===== src/rtl/sw_pe_cfg_if.sv =====
// Port bundle for one Smith-Waterman processing element: score configuration,
// the systolic inputs from the upstream PE and the registered outputs to the next one.
interface sw_pe_cfg_if #(
  parameter int WIDTH = 20,
  parameter int SYM_W = 2,
  parameter int POS_W = 16
);
  // No valid/ready handshake: init_in qualifies each column, last_in marks the final
  // column, and every output is a one-cycle registered copy with the same framing.
  logic                    cfg_we;
  logic [1:0]              cfg_addr;
  logic signed [7:0]       cfg_data;
  logic                    mode_local;
  logic signed [WIDTH-1:0] V_in;
  logic signed [WIDTH-1:0] F_in;
  logic [SYM_W-1:0]        T_in;
  logic [SYM_W-1:0]        S_in;
  logic                    store_S;
  logic                    init_in;
  logic                    last_in;
  logic signed [WIDTH-1:0] max_in;
  logic [POS_W-1:0]        pos_in;
  logic signed [WIDTH-1:0] V_out;
  logic signed [WIDTH-1:0] F_out;
  logic [SYM_W-1:0]        T_out;
  logic                    init_out;
  logic                    last_out;
  logic signed [WIDTH-1:0] max_out;
  logic [POS_W-1:0]        pos_out;

  modport master (
    output cfg_we, cfg_addr, cfg_data, mode_local, V_in, F_in, T_in, S_in, store_S,
           init_in, last_in, max_in, pos_in,
    input  V_out, F_out, T_out, init_out, last_out, max_out, pos_out
  );

  modport slave (
    input  cfg_we, cfg_addr, cfg_data, mode_local, V_in, F_in, T_in, S_in, store_S,
           init_in, last_in, max_in, pos_in,
    output V_out, F_out, T_out, init_out, last_out, max_out, pos_out
  );
endinterface


===== src/rtl/sw_pe_cfg.sv =====
// Smith-Waterman PE with affine gaps and runtime-writable scores; tracks its best
// cell and merges it with the upstream best on the final reference column.
module sw_pe_cfg #(
  parameter int WIDTH = 20,
  parameter int SYM_W = 2,
  parameter int POS_W = 16,
  parameter logic signed [7:0] MATCH_DEF    = 8'sd2,
  parameter logic signed [7:0] MISMATCH_DEF = -8'sd2,
  parameter logic signed [7:0] GAP_OPEN_DEF = -8'sd2,
  parameter logic signed [7:0] GAP_EXT_DEF  = -8'sd1
) (
  input logic         clk,
  input logic         rst,
  sw_pe_cfg_if.slave  pe
);
  localparam logic signed [WIDTH-1:0] SMAX = {1'b0, {(WIDTH-1){1'b1}}};
  localparam logic signed [WIDTH-1:0] SMIN = {1'b1, {(WIDTH-1){1'b0}}};

  function automatic logic signed [WIDTH-1:0] sat_add(input logic signed [WIDTH-1:0] a,
                                                      input logic signed [7:0] b);
    logic [WIDTH:0] sum;
    sum = {a[WIDTH-1], a} + {{(WIDTH-7){b[7]}}, b};
    if (sum[WIDTH] != sum[WIDTH-1]) sat_add = sum[WIDTH] ? SMIN : SMAX;
    else sat_add = sum[WIDTH-1:0];
  endfunction

  logic signed [7:0]       match_q, mism_q, gopen_q, gext_q;
  logic signed [WIDTH-1:0] v_q, e_q, f_q, vdiag_q, best_q, max_q;
  logic [SYM_W-1:0]        s_q, t_q;
  logic                    init_q, last_q;
  logic [POS_W-1:0]        col_q, best_pos_q, pos_q;

  logic signed [WIDTH-1:0] h_d, e_d, f_d, v_d, best_d, max_d, best_base;
  logic signed [WIDTH-1:0] e_open, e_ext, f_open, f_ext;
  logic [POS_W-1:0]        col_d, best_pos_d, pos_d, pos_base;

  always_comb begin
    h_d    = sat_add(vdiag_q, (s_q == pe.T_in) ? match_q : mism_q);
    e_open = sat_add(v_q, gopen_q);
    e_ext  = sat_add(e_q, gext_q);
    f_open = sat_add(pe.V_in, gopen_q);
    f_ext  = sat_add(pe.F_in, gext_q);
    e_d    = (e_open > e_ext) ? e_open : e_ext;
    f_d    = (f_open > f_ext) ? f_open : f_ext;

    if (pe.mode_local && e_d[WIDTH-1] && f_d[WIDTH-1] && h_d[WIDTH-1]) v_d = '0;
    else if (e_d > f_d && e_d > h_d) v_d = e_d;
    else if (f_d > h_d) v_d = f_d;
    else v_d = h_d;

    // A column with init_q low is the first of a pass: column index and best restart.
    col_d     = init_q ? col_q + 1'b1 : '0;
    best_base = init_q ? best_q : '0;
    pos_base  = init_q ? best_pos_q : '0;
    best_d     = best_q;
    best_pos_d = best_pos_q;
    if (pe.init_in) begin
      best_d     = (v_d > best_base) ? v_d : best_base;
      best_pos_d = (v_d > best_base) ? col_d : pos_base;
    end

    max_d = max_q;
    pos_d = pos_q;
    if (pe.last_in) begin
      max_d = (pe.max_in > best_d) ? pe.max_in : best_d;
      pos_d = (pe.max_in > best_d) ? pe.pos_in : best_pos_d;
    end
  end

  always_ff @(posedge clk) begin
    if (rst) begin
      match_q    <= MATCH_DEF;
      mism_q     <= MISMATCH_DEF;
      gopen_q    <= GAP_OPEN_DEF;
      gext_q     <= GAP_EXT_DEF;
      v_q        <= '0;
      e_q        <= '0;
      f_q        <= '0;
      vdiag_q    <= '0;
      s_q        <= '0;
      t_q        <= '0;
      init_q     <= 1'b0;
      last_q     <= 1'b0;
      col_q      <= '0;
      best_q     <= '0;
      best_pos_q <= '0;
      max_q      <= '0;
      pos_q      <= '0;
    end else begin
      t_q     <= pe.T_in;
      init_q  <= pe.init_in;
      last_q  <= pe.last_in;
      vdiag_q <= pe.V_in;
      max_q   <= max_d;
      pos_q   <= pos_d;
      if (pe.store_S) s_q <= pe.S_in;
      if (pe.cfg_we) begin
        case (pe.cfg_addr)
          2'd0: match_q <= pe.cfg_data;
          2'd1: mism_q  <= pe.cfg_data;
          2'd2: gopen_q <= pe.cfg_data;
          2'd3: gext_q  <= pe.cfg_data;
        endcase
      end
      if (pe.init_in) begin
        v_q        <= v_d;
        e_q        <= e_d;
        f_q        <= f_d;
        col_q      <= col_d;
        best_q     <= best_d;
        best_pos_q <= best_pos_d;
      end else begin
        v_q <= '0;
        e_q <= '0;
        f_q <= '0;
      end
    end
  end

  assign pe.V_out    = v_q;
  assign pe.F_out    = f_q;
  assign pe.T_out    = t_q;
  assign pe.init_out = init_q;
  assign pe.last_out = last_q;
  assign pe.max_out  = max_q;
  assign pe.pos_out  = pos_q;
endmodule


===== src/flat_wrapper.sv =====
// flat-port wrapper written by rule: the top's interface ports become plain ports
module sw_pe_cfg_flat 
#(
  parameter int WIDTH = 20,
  parameter int SYM_W = 2,
  parameter int POS_W = 16,
  parameter logic signed [7:0] MATCH_DEF    = 8'sd2,
  parameter logic signed [7:0] MISMATCH_DEF = -8'sd2,
  parameter logic signed [7:0] GAP_OPEN_DEF = -8'sd2,
  parameter logic signed [7:0] GAP_EXT_DEF  = -8'sd1
)
  (clk, rst, pe_cfg_we, pe_cfg_addr, pe_cfg_data, pe_mode_local, pe_V_in, pe_F_in, pe_T_in, pe_S_in, pe_store_S, pe_init_in, pe_last_in, pe_max_in, pe_pos_in, pe_V_out, pe_F_out, pe_T_out, pe_init_out, pe_last_out, pe_max_out, pe_pos_out);
  sw_pe_cfg_if #(.WIDTH(WIDTH), .SYM_W(SYM_W), .POS_W(POS_W)) pe_i ();
  input logic clk;
  input logic rst;
  input wire logic [$bits(pe_i.cfg_we)-1:0] pe_cfg_we;
  input wire logic [$bits(pe_i.cfg_addr)-1:0] pe_cfg_addr;
  input wire logic [$bits(pe_i.cfg_data)-1:0] pe_cfg_data;
  input wire logic [$bits(pe_i.mode_local)-1:0] pe_mode_local;
  input wire logic [$bits(pe_i.V_in)-1:0] pe_V_in;
  input wire logic [$bits(pe_i.F_in)-1:0] pe_F_in;
  input wire logic [$bits(pe_i.T_in)-1:0] pe_T_in;
  input wire logic [$bits(pe_i.S_in)-1:0] pe_S_in;
  input wire logic [$bits(pe_i.store_S)-1:0] pe_store_S;
  input wire logic [$bits(pe_i.init_in)-1:0] pe_init_in;
  input wire logic [$bits(pe_i.last_in)-1:0] pe_last_in;
  input wire logic [$bits(pe_i.max_in)-1:0] pe_max_in;
  input wire logic [$bits(pe_i.pos_in)-1:0] pe_pos_in;
  output wire logic [$bits(pe_i.V_out)-1:0] pe_V_out;
  output wire logic [$bits(pe_i.F_out)-1:0] pe_F_out;
  output wire logic [$bits(pe_i.T_out)-1:0] pe_T_out;
  output wire logic [$bits(pe_i.init_out)-1:0] pe_init_out;
  output wire logic [$bits(pe_i.last_out)-1:0] pe_last_out;
  output wire logic [$bits(pe_i.max_out)-1:0] pe_max_out;
  output wire logic [$bits(pe_i.pos_out)-1:0] pe_pos_out;
  assign pe_i.cfg_we = pe_cfg_we;
  assign pe_i.cfg_addr = pe_cfg_addr;
  assign pe_i.cfg_data = pe_cfg_data;
  assign pe_i.mode_local = pe_mode_local;
  assign pe_i.V_in = pe_V_in;
  assign pe_i.F_in = pe_F_in;
  assign pe_i.T_in = pe_T_in;
  assign pe_i.S_in = pe_S_in;
  assign pe_i.store_S = pe_store_S;
  assign pe_i.init_in = pe_init_in;
  assign pe_i.last_in = pe_last_in;
  assign pe_i.max_in = pe_max_in;
  assign pe_i.pos_in = pe_pos_in;
  assign pe_V_out = pe_i.V_out;
  assign pe_F_out = pe_i.F_out;
  assign pe_T_out = pe_i.T_out;
  assign pe_init_out = pe_i.init_out;
  assign pe_last_out = pe_i.last_out;
  assign pe_max_out = pe_i.max_out;
  assign pe_pos_out = pe_i.pos_out;
  sw_pe_cfg #(.WIDTH(WIDTH), .SYM_W(SYM_W), .POS_W(POS_W), .MATCH_DEF(MATCH_DEF), .MISMATCH_DEF(MISMATCH_DEF), .GAP_OPEN_DEF(GAP_OPEN_DEF), .GAP_EXT_DEF(GAP_EXT_DEF)) u_core (.clk(clk), .rst(rst), .pe(pe_i));
endmodule

===== config.mk =====
export PLATFORM = sky130hd
export DESIGN_NAME = sw_pe_cfg_flat
export DESIGN_NICKNAME = d
export VERILOG_FILES = /design/src/rtl/sw_pe_cfg_if.sv /design/src/rtl/sw_pe_cfg.sv /design/src/flat_wrapper.sv
export SDC_FILE = /design/constraint.sdc
export NUM_CORES = 1
export LEC_CHECK = 0
export ABC_AREA = 0
export CORE_ASPECT_RATIO = 2
export CORE_MARGIN = 4
export CORE_UTILIZATION = 45
export CTS_BUF_LIST = sky130_fd_sc_hd__clkbuf_8 sky130_fd_sc_hd__clkbuf_16
export DETAILED_ROUTE_END_ITERATION = 7
export GPL_TIMING_DRIVEN = 1
export PLACE_DENSITY = 0.8
export SETUP_SLACK_MARGIN = 0.15
export SYNTH_ARGS = -nofsm -noshare
export SYNTH_HDL_FRONTEND = slang
export SYNTH_SLANG_ARGS = --single-unit
export TNS_END_PERCENT = 1

===== constraint.sdc =====
create_clock -name clk -period 15.8 [get_ports clk]
set_input_delay 3.16 -clock clk [delete_from_list [all_inputs] [get_ports clk]]
set_output_delay 3.16 -clock clk [all_outputs]
set_load 0.005 [all_outputs]

==> metrics.txt <==
Final min period=15.77 ns; Worst Hold Class=flip-flop to flip-flop; Setup Crit Path Kind=input port to flip-flop; syn avg cell area=7.97 um2; Fin Hold WS=a little under 0.5 ns; Core Area=38900 um2; Netlist cell types=between 80 and 90; CTS tree=yes; Reg clk slew, reported paths=around 0.070 ns; CTS Sinks=~210; most common cell after layout, fill and taps aside=buf_4; maximum root-to-sink buffer count=3; CP Data Arrival Time=roughly 16 ns; filler cell count=3265; Worst path max stage delay=0.46 ns; Root Buffer=clkbuf_16; multi-input logic area=approximately 14000 um2; Mapped Nets=2580; global-route wire length before repair=between 100 and 150 mm; Setup crit end kind=flip-flop; CP delay by family, top=compound AO/OA/AOI/OAI gates; Crit Path Max Fanout=10; routing usage on met2=about three fifths; initial antenna violation count=0; hold depth=2; FF+latch count, synth=about 210; Post-synth EDFFs=0; post-synthesis async set-or-reset flop share=0%; CP dominant cell by count=a21o_1; status=completed; Reg2Reg Depth=approximately 70; Synth-to-Final Area Change=37.0%; vias in the first global route=20100; First DRT Iteration DRCs=1019; WP depth=roughly 70; Tcrit/Tclk final=about 100%; Peak Freq=about 63 MHz; Hold Buf Count CTS=0; chip width=149 um; warnings from Yosys=0; Worst Path Required=approximately 16 ns; Max-Cap Viols=0; Synth Flop Type=dfxtp_1; Routed WL per cell=approximately 22 um; RSZ-0062 raised after global routing=yes; crit start category=input port; die height=289 um; register area=4120 um2; # diodes=0; Final Hold Fails=0; Tot GR Track Use=32.1%; Post-DRT Antenna Nets=0; synthesized cell area=17800 um2; Top Ports=between 150 and 200; most frequent cells in the layout=buf_4, ha_1, dfxtp_1; DRC viols=0; slew margin rel.=28.9%; Layout Nets=around 3000; Clock Latency Late Sink=approximately 0.53 ns; grt ovf=0; Clock Skews=around 0.018 ns; initial core utilization=45.7%; largest net degree at the start of global routing=78; GR Util met3=about 4.6%; die area=between 40000 and 50000 um2; Setup Viol. Count Final=0; GP Congestion=around 1.0; FP Rows=102; layout cells sized above 1=22.2%; Post-Synthesis Cells=~2200; grt peak-use layer=met2; Slew @ Worst Pin=around 1.1 ns; Routed WL=between 70 and 80 mm; HPWL Detailed=between 50 and 60 mm; CTS H-Tree Depth=1; Port Buffer Count=176; DRT Pass-1 Iters=6; CTS Buf Count=20; Vias/cell=approximately 6.0; sequential share of the synthesized area=a little under a quarter; CP bufs+invs=15; vias post-DR=approximately 19000; max-slew violation count=0; met1 global-route usage=between 20% and 30%; Crit-path slowest cell=or4_4
-- metal layers --
| metal | part of all wire (%) | vias to the layer above |
|---|---|---|
| met4 | 11 | 0 |
| li1 | - | 9125 |
| met2 | 51 | 738 |
| met1 | 33 | 9187 |
| met5 | 0 | - |
| met3 | 4.9 | 358 |
-- worst reg2reg max path: cells and delay by family, from the launching register on --
family / cells / cell delay (ns)
mux: 3 / 1.18
buf+inv: 10 / 1.71
compound gates: 35 / 7.36
flops: 1 / 0.62
simple gates: 13 / 1.64
xor+xnor: 1 / 0.17
fa+ha+maj: 6 / 1.77
-- what timing repair did --
item	4_1_cts	5_1_grt
endpoints found under the setup margin	36	36
cloned	2	1
resized for setup	80	105
pin swaps	51	73
setup buffers	27	15
-- per-stage QoR --
step | setup WS [ns] | instances | cell area [um2] | TNS (ns) | util [%]
after floorplan | 0.163 | 2230 | 17900 | 0 | -
after global placement | -0.867 | 3177 | 22500 | -27.60 | 57.9
after detailed placement | -1.29 | 3177 | 22500 | -40.99 | 57.9
after CTS | 0.113 | 3241 | 23800 | 0 | 61.3
after global routing | -0.497 | 3256 | 24300 | -14.00 | 62.5
final | 0.0319 | 3256 | 24300 | 0 | 62.5
-- flip-flops by register name, summed over array words and instances (netlist names), 8 cells and up --
| name | count |
|---|---|
| u_core.best_pos_q | 16 |
| u_core.pe.pos_out | 16 |
| u_core.e_q | 20 |
| u_core.pe.F_out | 20 |
| u_core.pe.V_out | 20 |
| u_core.gext_q | 8 |
| u_core.match_q | 8 |
| u_core.pe.max_out | 20 |
| u_core.gopen_q | 8 |
| u_core.vdiag_q | 20 |
| u_core.best_q | 20 |
| u_core.col_q | 16 |
| u_core.mism_q | 8 |
-- worst paths after layout --
check / from / end / slack (ns)
min: u_core.mism_q[1] / u_core.mism_q[1] / 0.48
min reg2reg: u_core.mism_q[1] / u_core.mism_q[1] / 0.48
max reg2reg: u_core.gext_q[1] / u_core.pe.pos_out[15] / 1.26
max: pe_F_in[5] / u_core.pe.pos_out[15] / 0.03
-- logic make-up (layout without fill, tap and decap cells) --
group,count (synthesis),count (layout),share of synthesized area [%]
buffers and inverters,215,721,4.67
AO/OA/AOI/OAI,610,610,23.0
AND/OR/NAND/NOR,812,812,23.4
XOR/XNOR,70,70,3.45
flip-flops,206,206,23.2
multiplexers,64,64,4.24
adder cells (fa/ha/maj),253,253,18.0
-- layout make-up --
type / count / share of cell area [%]
clock buffer: 22 / 2.22
clock inverter: 13 / 0.642
inverter: 125 / 1.95
multi-input combinational: 1809 / 55.8
sequential: 206 / 16.9
tap: 520 / 2.67
timing repair buffer: 561 / 19.8
-- synth_stat cells (all sizes together), types with 8 or more instances --
cell     number  area, um2
or2           8       50.1
xnor2        42        368
nor3b        10       75.1
or4           9       67.6
o31a         12        105
o31ai        19        148
a31oi        12       75.1
clkbuf       79        297
nand3        50        250
xor2         28        245
a211o        10       88.8
o221ai       19        241
o21bai        9       67.6
a21oi       175        883
nor2        203        762
nand2b       46        290
o2111ai       8       70.1
nand2       192        721
a311oi       20        175
nand3b       57        428
mux2         36        462
o21ai       128        641
and2         37        231
and3         18        113
or3          17        106
a21o         50        375
buf          11       65.1
o21a         35        263
nand4b       17        149
mux2i        28        293
dfxtp       206       4120
nand4        32        200
nor3         44        225
a211oi       25        193
o211ai       22        165
ha          248       3100
inv         122        458
and4          9       78.8
nor2b        48        300
Power is left out: the tool's default activity adds up to more than one toggle a clock period on the data nets, which glitch-free logic cannot reach.
